--- src/rtl/vga_sync_gen.sv ---
// VGA timing generator: pixel-rate divider, scan counters, zero-skew sync/blank decode.
// Optional VGA_FRAME_CNT_EN adds an 8-bit frame_count output.
module vga_sync_gen #(
    parameter int unsigned CLK_DIV  = 2,
    parameter int unsigned H_ACTIVE = 640,
    parameter int unsigned H_FP     = 16,
    parameter int unsigned H_SYNC   = 96,
    parameter int unsigned H_BP     = 48,
    parameter int unsigned V_ACTIVE = 480,
    parameter int unsigned V_FP     = 10,
    parameter int unsigned V_SYNC   = 2,
    parameter int unsigned V_BP     = 33
) (
    input  logic       clk,
    input  logic       rst,
    output logic       pix_en,
    output logic [9:0] CounterX,
    output logic [9:0] CounterY,
    output logic       hsync,
    output logic       vsync,
    output logic       display_on,
    output logic       frame_tick
`ifdef VGA_FRAME_CNT_EN
   ,output logic [7:0] frame_count
`endif
);

    localparam int unsigned CNT_W   = 10;
    localparam int unsigned H_TOTAL = H_ACTIVE + H_FP + H_SYNC + H_BP;
    localparam int unsigned V_TOTAL = V_ACTIVE + V_FP + V_SYNC + V_BP;
    localparam int unsigned DIV_W   = (CLK_DIV > 1) ? $clog2(CLK_DIV) : 1;

    localparam logic [DIV_W-1:0] DIV_LAST = DIV_W'(CLK_DIV - 1);
    localparam logic [CNT_W-1:0] H_LAST   = CNT_W'(H_TOTAL - 1);
    localparam logic [CNT_W-1:0] V_LAST   = CNT_W'(V_TOTAL - 1);
    localparam logic [CNT_W-1:0] H_VIS    = CNT_W'(H_ACTIVE);
    localparam logic [CNT_W-1:0] V_VIS    = CNT_W'(V_ACTIVE);
    localparam logic [CNT_W-1:0] HS_FIRST = CNT_W'(H_ACTIVE + H_FP);
    localparam logic [CNT_W-1:0] HS_LAST  = CNT_W'(H_ACTIVE + H_FP + H_SYNC - 1);
    localparam logic [CNT_W-1:0] VS_FIRST = CNT_W'(V_ACTIVE + V_FP);
    localparam logic [CNT_W-1:0] VS_LAST  = CNT_W'(V_ACTIVE + V_FP + V_SYNC - 1);

    logic [DIV_W-1:0] div_q, div_d;
    logic             pix_en_q, pix_en_d;
    logic [CNT_W-1:0] x_q, x_d;
    logic [CNT_W-1:0] y_q, y_d;
    logic             hsync_q, hsync_d;
    logic             vsync_q, vsync_d;
    logic             disp_q, disp_d;
    logic             tick_q, tick_d;
`ifdef VGA_FRAME_CNT_EN
    logic [7:0]       fcnt_q, fcnt_d;
`endif

    // Sync/blank flags are decoded from the next counter values so they land with the counters.
    always_comb begin
        div_d    = (div_q == DIV_LAST) ? '0 : div_q + DIV_W'(1);
        pix_en_d = (div_q == DIV_LAST);
        x_d      = x_q;
        y_d      = y_q;
        hsync_d  = hsync_q;
        vsync_d  = vsync_q;
        disp_d   = disp_q;

        if (pix_en_q) begin
            if (x_q == H_LAST) begin
                x_d = '0;
                y_d = (y_q == V_LAST) ? '0 : y_q + CNT_W'(1);
            end else begin
                x_d = x_q + CNT_W'(1);
            end
            hsync_d = !((x_d >= HS_FIRST) && (x_d <= HS_LAST));
            vsync_d = !((y_d >= VS_FIRST) && (y_d <= VS_LAST));
            disp_d  = (x_d < H_VIS) && (y_d < V_VIS);
        end

        tick_d = pix_en_q && (x_d == '0) && (y_d == V_VIS);
`ifdef VGA_FRAME_CNT_EN
        fcnt_d = tick_d ? fcnt_q + 8'd1 : fcnt_q;
`endif
    end

    always_ff @(posedge clk or posedge rst) begin
        if (rst) begin
            div_q    <= '0;
            pix_en_q <= 1'b0;
            x_q      <= '0;
            y_q      <= '0;
            hsync_q  <= 1'b1;
            vsync_q  <= 1'b1;
            disp_q   <= 1'b0;
            tick_q   <= 1'b0;
`ifdef VGA_FRAME_CNT_EN
            fcnt_q   <= '0;
`endif
        end else begin
            div_q    <= div_d;
            pix_en_q <= pix_en_d;
            x_q      <= x_d;
            y_q      <= y_d;
            hsync_q  <= hsync_d;
            vsync_q  <= vsync_d;
            disp_q   <= disp_d;
            tick_q   <= tick_d;
`ifdef VGA_FRAME_CNT_EN
            fcnt_q   <= fcnt_d;
`endif
        end
    end

    assign pix_en     = pix_en_q;
    assign CounterX   = x_q;
    assign CounterY   = y_q;
    assign hsync      = hsync_q;
    assign vsync      = vsync_q;
    assign display_on = disp_q;
    assign frame_tick = tick_q;
`ifdef VGA_FRAME_CNT_EN
    assign frame_count = fcnt_q;
`endif

endmodule
--- config.mk ---
export PLATFORM = sky130hd
export DESIGN_NAME = vga_sync_gen
export DESIGN_NICKNAME = d
export VERILOG_FILES = /design/src/rtl/vga_sync_gen.sv
export SDC_FILE = /design/constraint.sdc
export NUM_CORES = 1
export LEC_CHECK = 0
export CAP_MARGIN = 20
export CORE_MARGIN = 8
export CORE_UTILIZATION = 49
export DETAILED_ROUTE_END_ITERATION = 10
export GPL_ROUTABILITY_DRIVEN = 0
export GPL_TIMING_DRIVEN = 0
export PLACE_DENSITY_LB_ADDON = 0.3
export REMOVE_ABC_BUFFERS = 1
export SLEW_MARGIN = 40
export SYNTH_ARGS = -nofsm -noshare
export SYNTH_HDL_FRONTEND = slang
export SYNTH_SLANG_ARGS = --single-unit
export TNS_END_PERCENT = 5
--- constraint.sdc ---
create_clock -name clk -period 2.8 [get_ports clk]
set_clock_uncertainty 0.2 [all_clocks]
set_input_delay 0.56 -clock clk [delete_from_list [all_inputs] [get_ports clk]]
set_output_delay 0.56 -clock clk [all_outputs]
set_load 0.05 [all_outputs]
Yosys cells after proc, flatten, opt, wreduce, memory -nomap -nowiden
Index checks and enable logic that the tools add are counted.
W data, S select, Z words.
{"block": "totals", "reg_bits": 26, "in_bits": 2, "word_cells": 36, "out_inout_bits": 25}
{"block": "op_classes", "eq_ne": 3, "reduce_logical": 8, "n_addsub": 3, "mux": 8, "order_cmp": 6}
{"op": "$mux W10", "n": 7}
{"op": "$add A10 B1 Y10 const B", "n": 2}
{"op": "$eq A10 B10 Y1 const B", "n": 2}
{"op": "$eq A10 B9 Y1 const B", "n": 1}
{"op": "$ge A10 B10 Y1 const B", "n": 1}
{"op": "$ge A10 B9 Y1 const B", "n": 1}
{"op": "$le A10 B10 Y1 const B", "n": 1}
{"op": "$le A10 B9 Y1 const B", "n": 1}
{"op": "$logic_not A10 Y1", "n": 1}
{"op": "$lt A10 B10 Y1 const B", "n": 1}
{"op": "$lt A10 B9 Y1 const B", "n": 1}
{"op": "$logic_and A1 B1 Y1", "n": 5}
{"op": "$logic_not A1 Y1", "n": 2}
{"op": "$add A1 B1 Y1 const B", "n": 1}
{"op": "$mux W1", "n": 1}

Logic depth before layout (Yosys ltp)
{"block": "logic_depth", "ltp_word": 7, "depth_mapped": 9, "mapped_depth_nobuf": 8}

Worst setup path after synthesis
No wires, ideal clock.
{"block": "synth_path", "path_kind": "flip-flop to flip-flop", "start": "register x_q[1], in the netlist CounterX[1]", "end": "register tick_q, in the netlist frame_tick", "setup_slack_ns": -0.220, "setup_ns": 0.068, "arrival_time_ns": 2.752, "stages_incl_launch_ff": 9, "path_cell_list": "dfrtp_1 -> ha_1 -> buf_2 -> and4_1 -> nand4_2 -> or4_4 -> a221o_1 -> nor4b_2 -> and4b_1"}
{"block": "synth_between", "elab_chain_cells": 7, "elab_cells_between_ends": 12, "classes_between": "add/sub: 1; eq/ne: 2; mux: 6; reduce/logical: 3"}
{"item": "start: declaration", "line": "45", "text": "logic [CNT_W-1:0] x_q, x_d;"}
{"item": "start signal: assignment", "line": "87", "text": "x_q <= '0;"}
{"item": "start signal: assignment", "line": "99", "text": "x_q <= x_d;"}
{"item": "$add A10 B1 Y10 / $eq A10 B10 Y1 (equally long branches)", "line": "70, 66"}
{"item": "$mux W10", "line": "66", "text": "if (x_q == H_LAST) begin"}
{"item": "$mux W10 (2 in series)", "line": "65", "text": "if (pix_en_q) begin"}
{"item": "$logic_not A10 Y1", "line": "77", "text": "tick_d = pix_en_q && (x_d == '0) && (y_d == V_VIS);"}
{"item": "$logic_and A1 B1 Y1", "line": "77"}
{"item": "$logic_and A1 B1 Y1 *", "line": "77"}
{"item": "via tick_d", "line": "50", "text": "logic tick_q, tick_d;"}
{"item": "end signal: assignment", "line": "104", "text": "tick_q <= tick_d;"}
{"item": "end: declaration", "line": "50"}
The timed path passes the listed nets; every way through them passes the cells marked *. The select of a mux whose other input is x is not followed.
A chain may end at the register's enable or synchronous reset.

Worst setup path in the final report
{"block": "layout_path", "start": "register pix_en_q, in the netlist pix_en", "end": "output pix_en"}
{"item": "start: declaration", "line": "44", "text": "logic pix_en_q, pix_en_d;"}
{"item": "start signal: assignment", "line": "98", "text": "pix_en_q <= pix_en_d;"}
{"item": "end: declaration", "line": "16", "text": "output logic pix_en,"}
No word-level cell between the ends.

==> run_results.csv <==
group,metric,value,unit
status,status,"finished, final reports clean",
timing,slew_headroom,59.2,%
logic_synthesis,netlist_instances,220,
layout,diodes,0,
setup_path,path_cells,"clkdlybuf4s50_1",
clocking,h-tree-depth,1,
logic_synthesis,synthFlopType,"dfrtp_1",
setup_path,start_kind,"flip-flop",
setup_path,crit_required,2.04,ns
clocking,cts_root_buf,"clkbuf_8",
placed_design,dp_cells,275,
logic_synthesis,synthTopCellsByArea,"dfrtp_1, nand2_1, o21ai_0",
power,swShare,18.5,%
die,core,0.00363,sq mm
routing,ant_nets,0,
clocking,cts_buffer_depth,2,
logic_synthesis,synth_xor_area_share,5.25,%
setup_path,slowest_stage,"clkdlybuf4s50_1",
setup_path,arrival,1.94,ns
logic_synthesis,synth-simple-area-share,29.6,%
setup_path,critPathBufInv,1,
layout,final_cells,283,
clocking,cts_buffers,3,
setup_path,critPathTopFamily,"buffers and inverters",
layout,final_area,0.00220,sq mm
timing,period_needed,2.70,ns
routing,drt_pre_antenna_iters,4,
logic_synthesis,synth_warnings,0,
layout,syn_to_final_growth,19.9,%
logic_synthesis,yosys_register_bits,26,
die,die_w,77.2,um
logic_synthesis,synth.largest_area_cell,"dfrtp_1",
timing,setup_violations,0,
timing,fin_ws,0.102,ns
die,io_pins,27,
global_route,grt_usage,15.1,%
global_route,overflow,0,
global_route,grt_pass1_wl,7.65,mm
placed_design,placed_cell_area,0.00206,sq mm
routing,vias,1693,
routing,totalWireLength,4.53,mm
logic_synthesis,synth_compound_gate_area_share,18.4,%
power,p_comb_share,1.2,%
logic_synthesis,syn_area,0.00184,sq mm
layout,drive_gt1_share,11.5,%
routing,drt_iter0_drc,88,
power,p_per_area,317,mW/mm^2
clocking,hold_buffers,0,
die,start_util,50.5,%
setup_path,end_kind,"output port",
setup_path,cp_max_fo,18,
job,cap_viol_max_count,0,
logic_synthesis,synth_edf_count,0,
power,peakVddDrop,0.199,mV
routing,drc,0,
clocking,clock_sinks,26,
logic_synthesis,syn_avg_cell_area,8.34,sq um
logic_synthesis,yosysMostFrequentCell,"nand2_1",
logic_synthesis,synth_top_area_share,32.7,%
placed_design,post-dp-hpwl,3.15,mm
logic_synthesis,ys_seq_area_share,35.6,%
power,power,0.697,mW
power,p_leak,0.817,nW
timing,hold_viol,0,
timing,tightest_slew,0.612,ns
global_route,grt_max_degree,27,
routing,wire_per_inst,16.0,um
global_route,antenna_found_initial,0,
timing,rsz0062_at_grt,"false",
clocking,clkLatencyLatePin,0.27,ns
logic_synthesis,synth_top_family_by_area,"simple AND/OR/NAND/NOR gates",
global_route,grt_pass1_vias,1564,
setup_path,worst-setup-path-type,"flip-flop to output port",
logic_synthesis,synth_cell_types,55,
timing,fin_hold_ws,0.185,ns
layout,nets,242,
setup_path,slowest_delay,0.92,ns
timing,maxSlewViolCount,0,
routing,viasPerCell,5.98,
power,seqPwrFrac,53.8,%
power,switchingPower,0.129,mW
timing,fmax,0.371,GHz
logic_synthesis,muxShareOfSynthArea,1.16,%
power,clkPwrFrac,44.9,%
die,dieArea,0.00596,sq mm
placed_design,pre_cts_slack,-0.310,ns
placed_design,numPortBuffers,26,
clocking,clk_pin_slew_worst_paths,0.09,ns
clocking,cts_tree,"done",
timing,fin_crit_sh,96.4,%
power,intPower,0.568,mW
die,fp.dieH,77.2,um
hold_path,hold_path_class,"flip-flop to flip-flop",
die,num_rows,22,
logic_synthesis,synth_fa_ha_area_share,2.73,%
logic_synthesis,synth_commonest_cells,"nand2_1, dfrtp_1, nor2_1, o21ai_0, nand3_1",
logic_synthesis,ys_async_sr_fraction,100,%
## layout make-up
| class | count | area [sq um] |
|---|---|---|
| clock inverters | 1 | 30.0 |
| multi-input cells | 164 | 1080 |
| clock buffers | 3 | 41.3 |
| flip-flops and latches | 26 | 662 |
| fillers | 341 | 1430 |
| well taps | 48 | 60.1 |
| repair buffers | 30 | 290 |
| inverters | 11 | 41.3 |
## per-stage QoR
stage / utilization, % / setup TNS (ns)
2_1_floorplan: - / -0.356
3_3_place_gp: 56.8 / -0.311
3_5_place_dp: 56.8 / -0.310
4_1_cts: 59.6 / 0
5_1_grt: 60.6 / 0
6_report: 60.6 / 0
## kinds of logic (layout without fill, tap and decap cells)
logic type | after synthesis | count (layout)
xor+xnor | 11 | 11
buf+inv | 30 | 45
compound gates | 50 | 50
mux | 2 | 2
flops | 26 | 26
fa+ha+maj | 4 | 4
simple gates | 97 | 97
## routing by layer
layer  GRT usage, %  share of wire, %
met5              0                 0
met4           4.91               1.1
met3           3.85               5.3
met2           23.2                47
met1           20.0                47
## state kept, by name, indices dropped and copies added, names as in the netlist
| register | count |
|---|---|
| vsync | 1 |
| div_q | 1 |
| CounterX | 10 |
| frame_tick | 1 |
| hsync | 1 |
| CounterY | 10 |
| display_on | 1 |
| pix_en | 1 |
## power by group through the flow
stage / logic [mW] / clock network, mW / registers, mW
5_1_grt: 0.0107 / 0.334 / 0.375
6_report: 0.00867 / 0.313 / 0.375
2_1_floorplan: 0.00555 / 0 / 0.383
4_1_cts: 0.00956 / 0.319 / 0.375
3_5_place_dp: 0.00958 / 0 / 0.383
3_3_place_gp: 0.00935 / 0 / 0.383
## what timing repair did
item | CTS | global route
gates cloned | 0 | 0
resized for setup | 5 | 6
setup buffers | 1 | 3
pin swaps | 0 | 3
endpoints found under the setup margin | 1 | 2
## final timing paths
check / start / endpoint / slack [ns] / depth (start not counted)
max in group asynchronous: rst / CounterX[0] / 1.56 / 2
worst min register to register: div_q / pix_en / 0.19 / 0
worst max-delay path: pix_en / pix_en / 0.10 / 1
min in group asynchronous: rst / CounterY[2] / 0.44 / 2
worst max register to register: CounterY[1] / display_on / 0.11 / 7
worst min-delay path: div_q / pix_en / 0.19 / 0
## placed cells by master (no fill, tap or decap), drive strengths merged, types with 5 or more instances in the layout
cell / n
inv: 11
xnor2: 7
clkdlybuf4s50: 26
nand3: 12
or3: 6
nand2: 28
o31ai: 5
a21oi: 6
dfrtp: 24
and3: 6
o21ai: 16
nor2: 16
Note: power is estimated with default switching activity, not from simulation.
